--- src/rtl/tick_counter_pkg.sv ---
// Shared types and default sizing for the tick-driven up counter.
package tick_counter_pkg;

    typedef enum logic [1:0] {
        IDLE = 2'd0,
        RUN  = 2'd1,
        DONE = 2'd2
    } state_t;

    localparam int DEF_WIDTH       = 4;
    localparam int DEF_MAX_COUNT   = 15;
    localparam int DEF_SYNC_STAGES = 2;

endpackage

--- src/rtl/tick_counter_up_sync.sv ---
// tick_sync_edge: multi-flop synchronizer plus rising-edge detector for a slow
// asynchronous level (1 Hz divider output, push buttons).
module tick_sync_edge
    import tick_counter_pkg::*;
#(
    parameter int SYNC_STAGES = DEF_SYNC_STAGES
) (
    input  logic clk,
    input  logic reset,
    input  logic async_in,
    output logic pulse_out
);

    logic [SYNC_STAGES-1:0] r_sync;
    logic                   r_hist;
    logic [SYNC_STAGES:0]   r_fill;

    always_ff @(posedge clk or negedge reset) begin
        if (!reset) begin
            r_sync <= '0;
            r_hist <= 1'b0;
            r_fill <= '0;
        end else begin
            r_sync <= {r_sync[SYNC_STAGES-2:0], async_in};
            r_hist <= r_sync[SYNC_STAGES-1];
            r_fill <= {r_fill[SYNC_STAGES-1:0], 1'b1};
        end
    end

    // An edge only counts between two post-reset samples, so an input already
    // high at reset release does not look like a rising edge.
    assign pulse_out = r_sync[SYNC_STAGES-1] & ~r_hist & r_fill[SYNC_STAGES];

endmodule

--- src/rtl/tick_counter_up.sv ---
// Run/stop up counter advanced by edges of the 1 Hz divider output.
// Build option TICK_COUNTER_SATURATE_EN: stop at MAX_COUNT in a DONE state instead of wrapping.
module tick_counter_up
    import tick_counter_pkg::*;
#(
    parameter int WIDTH       = DEF_WIDTH,
    parameter int MAX_COUNT   = DEF_MAX_COUNT,
    parameter int SYNC_STAGES = DEF_SYNC_STAGES
) (
    input  logic             clk,
    input  logic             reset,
    input  logic             tick_in,
    input  logic             run,
    input  logic             clear,
    input  logic             load,
    input  logic [WIDTH-1:0] load_val,
    output logic [WIDTH-1:0] count,
    output logic             tc,
    output logic             running
);

    localparam logic [WIDTH-1:0] MAX_V = WIDTH'(MAX_COUNT);

    logic             w_tick;
    logic             w_adv;
    logic             w_at_max;
    logic             w_sat_hit;
    logic [WIDTH-1:0] w_load_sat;
    logic [WIDTH-1:0] w_count_inc;

    state_t           r_state;
    logic [WIDTH-1:0] r_count;
    logic             r_tc;
    logic             r_running;

    tick_sync_edge #(
        .SYNC_STAGES (SYNC_STAGES)
    ) u_sync (
        .clk       (clk),
        .reset     (reset),
        .async_in  (tick_in),
        .pulse_out (w_tick)
    );

    assign w_load_sat  = (load_val > MAX_V) ? MAX_V : load_val;
    assign w_count_inc = r_count + WIDTH'(1);
    assign w_at_max    = (r_count == MAX_V);
    assign w_adv       = w_tick && !clear && !load && (r_state == RUN);

`ifdef TICK_COUNTER_SATURATE_EN
    assign w_sat_hit = w_adv && (w_at_max || (w_count_inc == MAX_V));
`else
    assign w_sat_hit = 1'b0;
`endif

    always_ff @(posedge clk or negedge reset) begin
        if (!reset) begin
            r_state   <= IDLE;
            r_count   <= '0;
            r_tc      <= 1'b0;
            r_running <= 1'b0;
        end else begin
            r_tc <= 1'b0;

            if (clear) begin
                r_count <= '0;
            end else if (load) begin
                r_count <= w_load_sat;
            end else if (w_adv) begin
`ifdef TICK_COUNTER_SATURATE_EN
                if (w_sat_hit) begin
                    r_count <= MAX_V;
                    r_tc    <= 1'b1;
                end else begin
                    r_count <= w_count_inc;
                end
`else
                if (w_at_max) begin
                    r_count <= '0;
                    r_tc    <= 1'b1;
                end else begin
                    r_count <= w_count_inc;
                end
`endif
            end

            // running mirrors the state being entered so it stays registered
            case (r_state)
                IDLE: begin
                    if (run) begin
                        r_state   <= RUN;
                        r_running <= 1'b1;
                    end
                end
                RUN: begin
                    if (w_sat_hit) begin
                        r_state   <= DONE;
                        r_running <= 1'b0;
                    end else if (!run) begin
                        r_state   <= IDLE;
                        r_running <= 1'b0;
                    end
                end
                DONE: begin
                    if (clear || load) begin
                        r_state <= IDLE;
                    end
                end
                default: begin
                    r_state   <= IDLE;
                    r_running <= 1'b0;
                end
            endcase
        end
    end

    assign count   = r_count;
    assign tc      = r_tc;
    assign running = r_running;

endmodule

--- config.mk ---
export PLATFORM = sky130hd
export DESIGN_NAME = tick_counter_up
export DESIGN_NICKNAME = d
export VERILOG_FILES = /design/src/rtl/tick_counter_pkg.sv /design/src/rtl/tick_counter_up_sync.sv /design/src/rtl/tick_counter_up.sv
export SDC_FILE = /design/constraint.sdc
export NUM_CORES = 1
export LEC_CHECK = 0
export ABC_AREA = 1
export CAP_MARGIN = 20
export CORE_MARGIN = 2
export CORE_UTILIZATION = 38
export CTS_CLUSTER_SIZE = 16
export DETAILED_ROUTE_END_ITERATION = 10
export PLACE_DENSITY = 0.68
export SETUP_SLACK_MARGIN = 0.02
export SLEW_MARGIN = 20
export SYNTH_ARGS = -nofsm -noshare
export SYNTH_HDL_FRONTEND = slang
export SYNTH_SLANG_ARGS = --single-unit
--- constraint.sdc ---
create_clock -name clk -period 1.16 [get_ports clk]
set_input_delay 0.232 -clock clk [delete_from_list [all_inputs] [get_ports clk]]
set_output_delay 0.232 -clock clk [all_outputs]
set_load 0.05 [all_outputs]
Word-level counts from Yosys, hierarchy flattened
Cells that the tools add are included.
{"block": "word_totals", "regBits": 14, "output_inout_bits": 6, "inputBits": 10, "word_cells": 45}
{"block": "op_classes", "add_sub_neg": 1, "mux": 16, "n_eq_ne": 6, "magnitude_cmp": 1, "n_reduce_logical": 10, "n_bitwise": 4}
{"cell": "$mux 4", "count": 5}
{"cell": "$mux 1", "count": 6}
{"cell": "$mux 2", "count": 3}
{"cell": "$ne 2x2->1 const B", "count": 3}
{"cell": "$pmux 2 s3", "count": 1}
{"cell": "$reduce_and 3->1", "count": 2}
{"cell": "$add 4x1->4 const B", "count": 1}
{"cell": "$eq 4x4->1 const B", "count": 1}
{"cell": "$gt 4x4->1 const B", "count": 1}
{"cell": "$logic_and 1x1->1", "count": 3}
{"cell": "$pmux 1 s3", "count": 1}
{"cell": "$reduce_bool 3->1", "count": 1}
{"cell": "$and 1x1->1", "count": 2}
{"cell": "$eq 2x1->1 const B", "count": 1}
{"cell": "$eq 2x2->1 const B", "count": 1}
{"cell": "$logic_not 1->1", "count": 2}
{"cell": "$logic_not 2->1", "count": 1}
{"cell": "$not 1->1", "count": 2}
{"cell": "$logic_or 1x1->1", "count": 1}

Depth between registers and ports, before layout
{"block": "depth", "depth_word": 9, "mapped_depth": 8, "depth_no_buf": 8}

Modules after synthesis
A second synthesis with hierarchy kept.
{"block": "unflattened", "cells_unflattened": 55, "hier_area_um2": 501.7}
{"module": "tick_counter_up", "cells_per_inst": 46, "seq_area_each_um2": 150.1, "area_per_inst_um2": 337.8, "n_inst": 1}
{"module": "tick_sync_edge", "cells_per_inst": 9, "seq_area_each_um2": 150.1, "area_per_inst_um2": 163.9, "n_inst": 1}

Least setup slack after synthesis
Ideal clock, no wire load.
{"block": "synth_timing", "path_kind": "register -> register", "from": "reg r_count[0] (netlist: count[0])", "to": "reg r_count[3] (netlist: count[3])", "path_slack_ns": -0.291, "stages_incl_launch_ff": 9, "arrival_ns": 1.333, "required_time_ns": 1.042, "path_cell_list": "dfrtp_1 -> ha_1 -> nand3_1 -> nand2_1 -> inv_1 -> nand2_1 -> nand2_1 -> nand2_1 -> nand2_1"}
{"block": "synth_via", "elab_chain_len": 5, "word_cells_on_any_way": 6}
{"item": "start, declared", "line": "tick_counter_up.sv:32", "text": "logic [WIDTH-1:0] r_count;"}
{"item": "start signal, assigned", "line": "tick_counter_up.sv:68", "text": "r_count <= w_load_sat;"}
{"item": "start signal, assigned", "line": "tick_counter_up.sv:82", "text": "r_count <= w_count_inc;"}
{"item": "$add 4x1->4 or $eq 4x4->1 (tied branches)", "line": "tick_counter_up.sv:46, tick_counter_up.sv:47"}
{"item": "$mux 4 (*)", "line": "tick_counter_up.sv:78", "text": "if (w_at_max) begin"}
{"item": "$mux 4 (*)", "line": "tick_counter_up.sv:69", "text": "end else if (w_adv) begin"}
{"item": "$mux 4 (*)", "line": "tick_counter_up.sv:67", "text": "end else if (load) begin"}
{"item": "$mux 4 (*)", "line": "tick_counter_up.sv:65", "text": "if (clear) begin"}
Every way passes the cells marked *; elsewhere a longest branch is shown, timed or not. The select of a mux whose other input is x is not followed.
A chain may end at the register's enable or synchronous reset.

Final worst setup path
{"block": "layout_timing", "from": "reg r_count[1] (netlist: count[1])", "to": "reg r_count[1] (netlist: count[1])"}
Same word-level chain as after synthesis.

==> impl_metrics.ini <==
[logic_synthesis]
synth.distinct_cells = 16
yosys.cell_count.top_type = nand2_1
synthTopCellsByArea = dfrtp_1, nand2_1, inv_1
ys_async_sr_fraction_pct = 100
synth-main-ff-cell = dfrtp_1
synth_edf_count = 0
synthTopCellsByCount = nand2_1, dfrtp_1, inv_1
syn_inst = 55
syn_area_um2 = 499
avgSynthCellArea_um2 = 9.08
synth_top_area_share_pct = 60.2
ys_seq_area_share_pct = 60.2
synth_fp_nets = 66
ys_ff_latch = 12
yosys.area.top_type = dfrtp_1
ys_warn_count = 0

[setup_path]
cp.depth = 5
end_kind = flip-flop
crit_type = reg -> reg
path_max_fanout = 2
required_ns = 1.32
crit_family = flip-flops
ff2ff_path_depth = 5
max_stage_delay_ns = 0.42
crit_arrival_ns = 1.35
slowest_stage = dfrtp_2
crit_buf_inv = 1
path_cells = buf_6 > ha_4 > or2_0 > o21ai_1 > o21ai_1
start_kind = flip-flop
worst_path_most_repeated_cell = o21ai_1

[sta]
hold_viol = 0
fin_crit_ns = 1.18
grt_setup_unrepaired = yes
setup_slack_ns = -0.0216
finalCritPeriodShare_pct = 102
holdWs_ns = 0.252
drv_slew = 0
finalSetupViolCount = 4
fin_worst_skew_ns = 0.00525
fmax_ghz = 0.846

[detailed_routing]
drt_iter0_markers = 7
post_drt_wl_per_cell_um = 9.91
drc_errors = 0
ant_nets = 0
wirelength_um = 971
num_vias = 430
viasPerCell = 4.39
drtPass1Iterations = 4

[power]
cellPowerDensity_nw_per_um2 = 1230
p_leak_nw = 0.419
peakVddDrop_uv = 1520

[floorplan]
core-area_um2 = 1270
die_w_um = 40.2
die_h_um = 40.2
start_util_pct = 39.3
io_pins = 16
rows = 13
die_area_um2 = 1620

[global_routing]
grt_antenna_before_repair = 0
gr-total-overflow = 0
top_usage_layer = met2
grt_max_degree = 13
use_met2_pct = 22.2
grt_pass1_vias = 395
use_met1_pct = 18.2
grt_pass1_wl_um = 1570
grt_usage_pct = 16.0
met3_usage_pct = 8.33

[cts]
htree_levels = 1
cts-buffers-inserted = 3
cts_tree = built
cts_hold_buf = 0
clockBufferDepth = 2
insertion_delay_ns = 0.27
cts-root-buf = clkbuf_4
cts.sinks = 12
path_clk_slew_ns = 0.07

[finish]
fillers = 99
drive_above_1_share_pct = 38.6
regArea_um2 = 307
diodes = 0
syn_to_final_growth_pct = 74.4
layout.nets = 95
fin_util_pct = 68.6
multi_input_area_um2 = 183

[outcome]
outcome = complete, but fails checks
violations = negative setup slack

[hold_path]
hold_path.class = in -> async

[run]
maxCapViolations = 0

[place]
io_buffer_count = 15
place_congestion = 0.818
dp_hpwl_um = 717
timing repair:
action,in CTS,in global routing
buffers inserted,4,2
pin swaps,1,1
resized for setup,5,0
setup endpoints to repair,4,7
flip-flops by register name, summed over array words and instances (netlist names):
| name | flops |
|---|---|
| tc | 1 |
| u_sync.r_fill | 3 |
| u_sync.r_sync | 2 |
| count | 4 |
| running | 1 |
| u_sync.r_hist | 1 |
power breakdown:
part | switching [mW] | internal, mW | total (mW)
logic | 0.133 | 0.153 | 0.287
clock network | 0.131 | 0.191 | 0.322
registers | 0.0184 | 0.446 | 0.464
metal layers:
layer  part of all wire, %  vias up  routed length (µm)
li1                      -      224                   -
met1                    46      197                 444
met2                    48        7                 465
met3                   4.4        2                  43
met4                   1.9        0                  18
met5                     0        -                   0
per-stage QoR:
stage / worst slack, ns / power (mW) / TNS, ns / instances / cell area (µm²)
after floorplan: -0.0620 / 0.580 / -0.154 / 55 / 522
after global placement: -0.124 / 0.719 / -0.458 / 88 / 777
after detailed placement: -0.148 / 0.722 / -0.580 / 88 / 777
after CTS: -0.0402 / 1.08 / -0.113 / 96 / 856
after global routing: -0.102 / 1.13 / -0.399 / 98 / 871
final: -0.0216 / 1.07 / -0.0725 / 98 / 871
worst paths after layout:
path	from	end	slack, ns
worst max-delay path	count[1]	count[1]	-0.02
worst min-delay path	reset	count[3]	0.25
worst max register to register	count[1]	count[1]	-0.02
worst min register to register	u_sync.r_fill[1]	u_sync.r_fill[2]	0.35
max in group asynchronous	reset	count[2]	0.74
min in group clk	u_sync.r_fill[1]	u_sync.r_fill[2]	0.35
cells in the final DEF (no fill, tap or decap):
cell	count
buf_12	6
buf_4	7
buf_6	3
clkbuf_4	3
clkbuf_8	1
clkdlybuf4s50_1	9
conb_1	1
dfrtp_1	7
dfrtp_2	5
ha_4	1
inv_1	6
inv_2	2
nand2_1	18
nand2_2	2
nand3_1	1
nand3_2	1
nand4_1	2
nor2_2	1
nor3_1	1
o21ai_1	4
or2_0	1
xnor2_1	1
layout make-up:
cell class | count | share of cell area, %
multi-input cells | 34 | 21.0
well taps | 15 | 2.16
flip-flops and latches | 12 | 35.2
clock buffers | 4 | 4.17
inverters | 8 | 3.45
repair buffers | 25 | 34.1
logic make-up (layout without fill, tap and decap cells):
| family | count (synthesis) | in the layout | synth area share (%) |
|---|---|---|---|
| buf+inv | 9 | 37 | 6.77 |
| flops | 12 | 12 | 60.2 |
| xor+xnor | 1 | 1 | 1.75 |
| compound gates | 4 | 4 | 4.01 |
| simple gates | 27 | 27 | 24.1 |
| other cells | 1 | 1 | 0.751 |
| fa+ha+maj | 1 | 1 | 2.51 |
worst register-to-register path: cells and delay by family, from the launching register on:
kind,cells,cell delay [ns]
buf+inv,1,0.12
compound gates,2,0.14
simple gates,1,0.18
flops,1,0.42
fa+ha+maj,1,0.21
(Power assumes the default switching activity.)
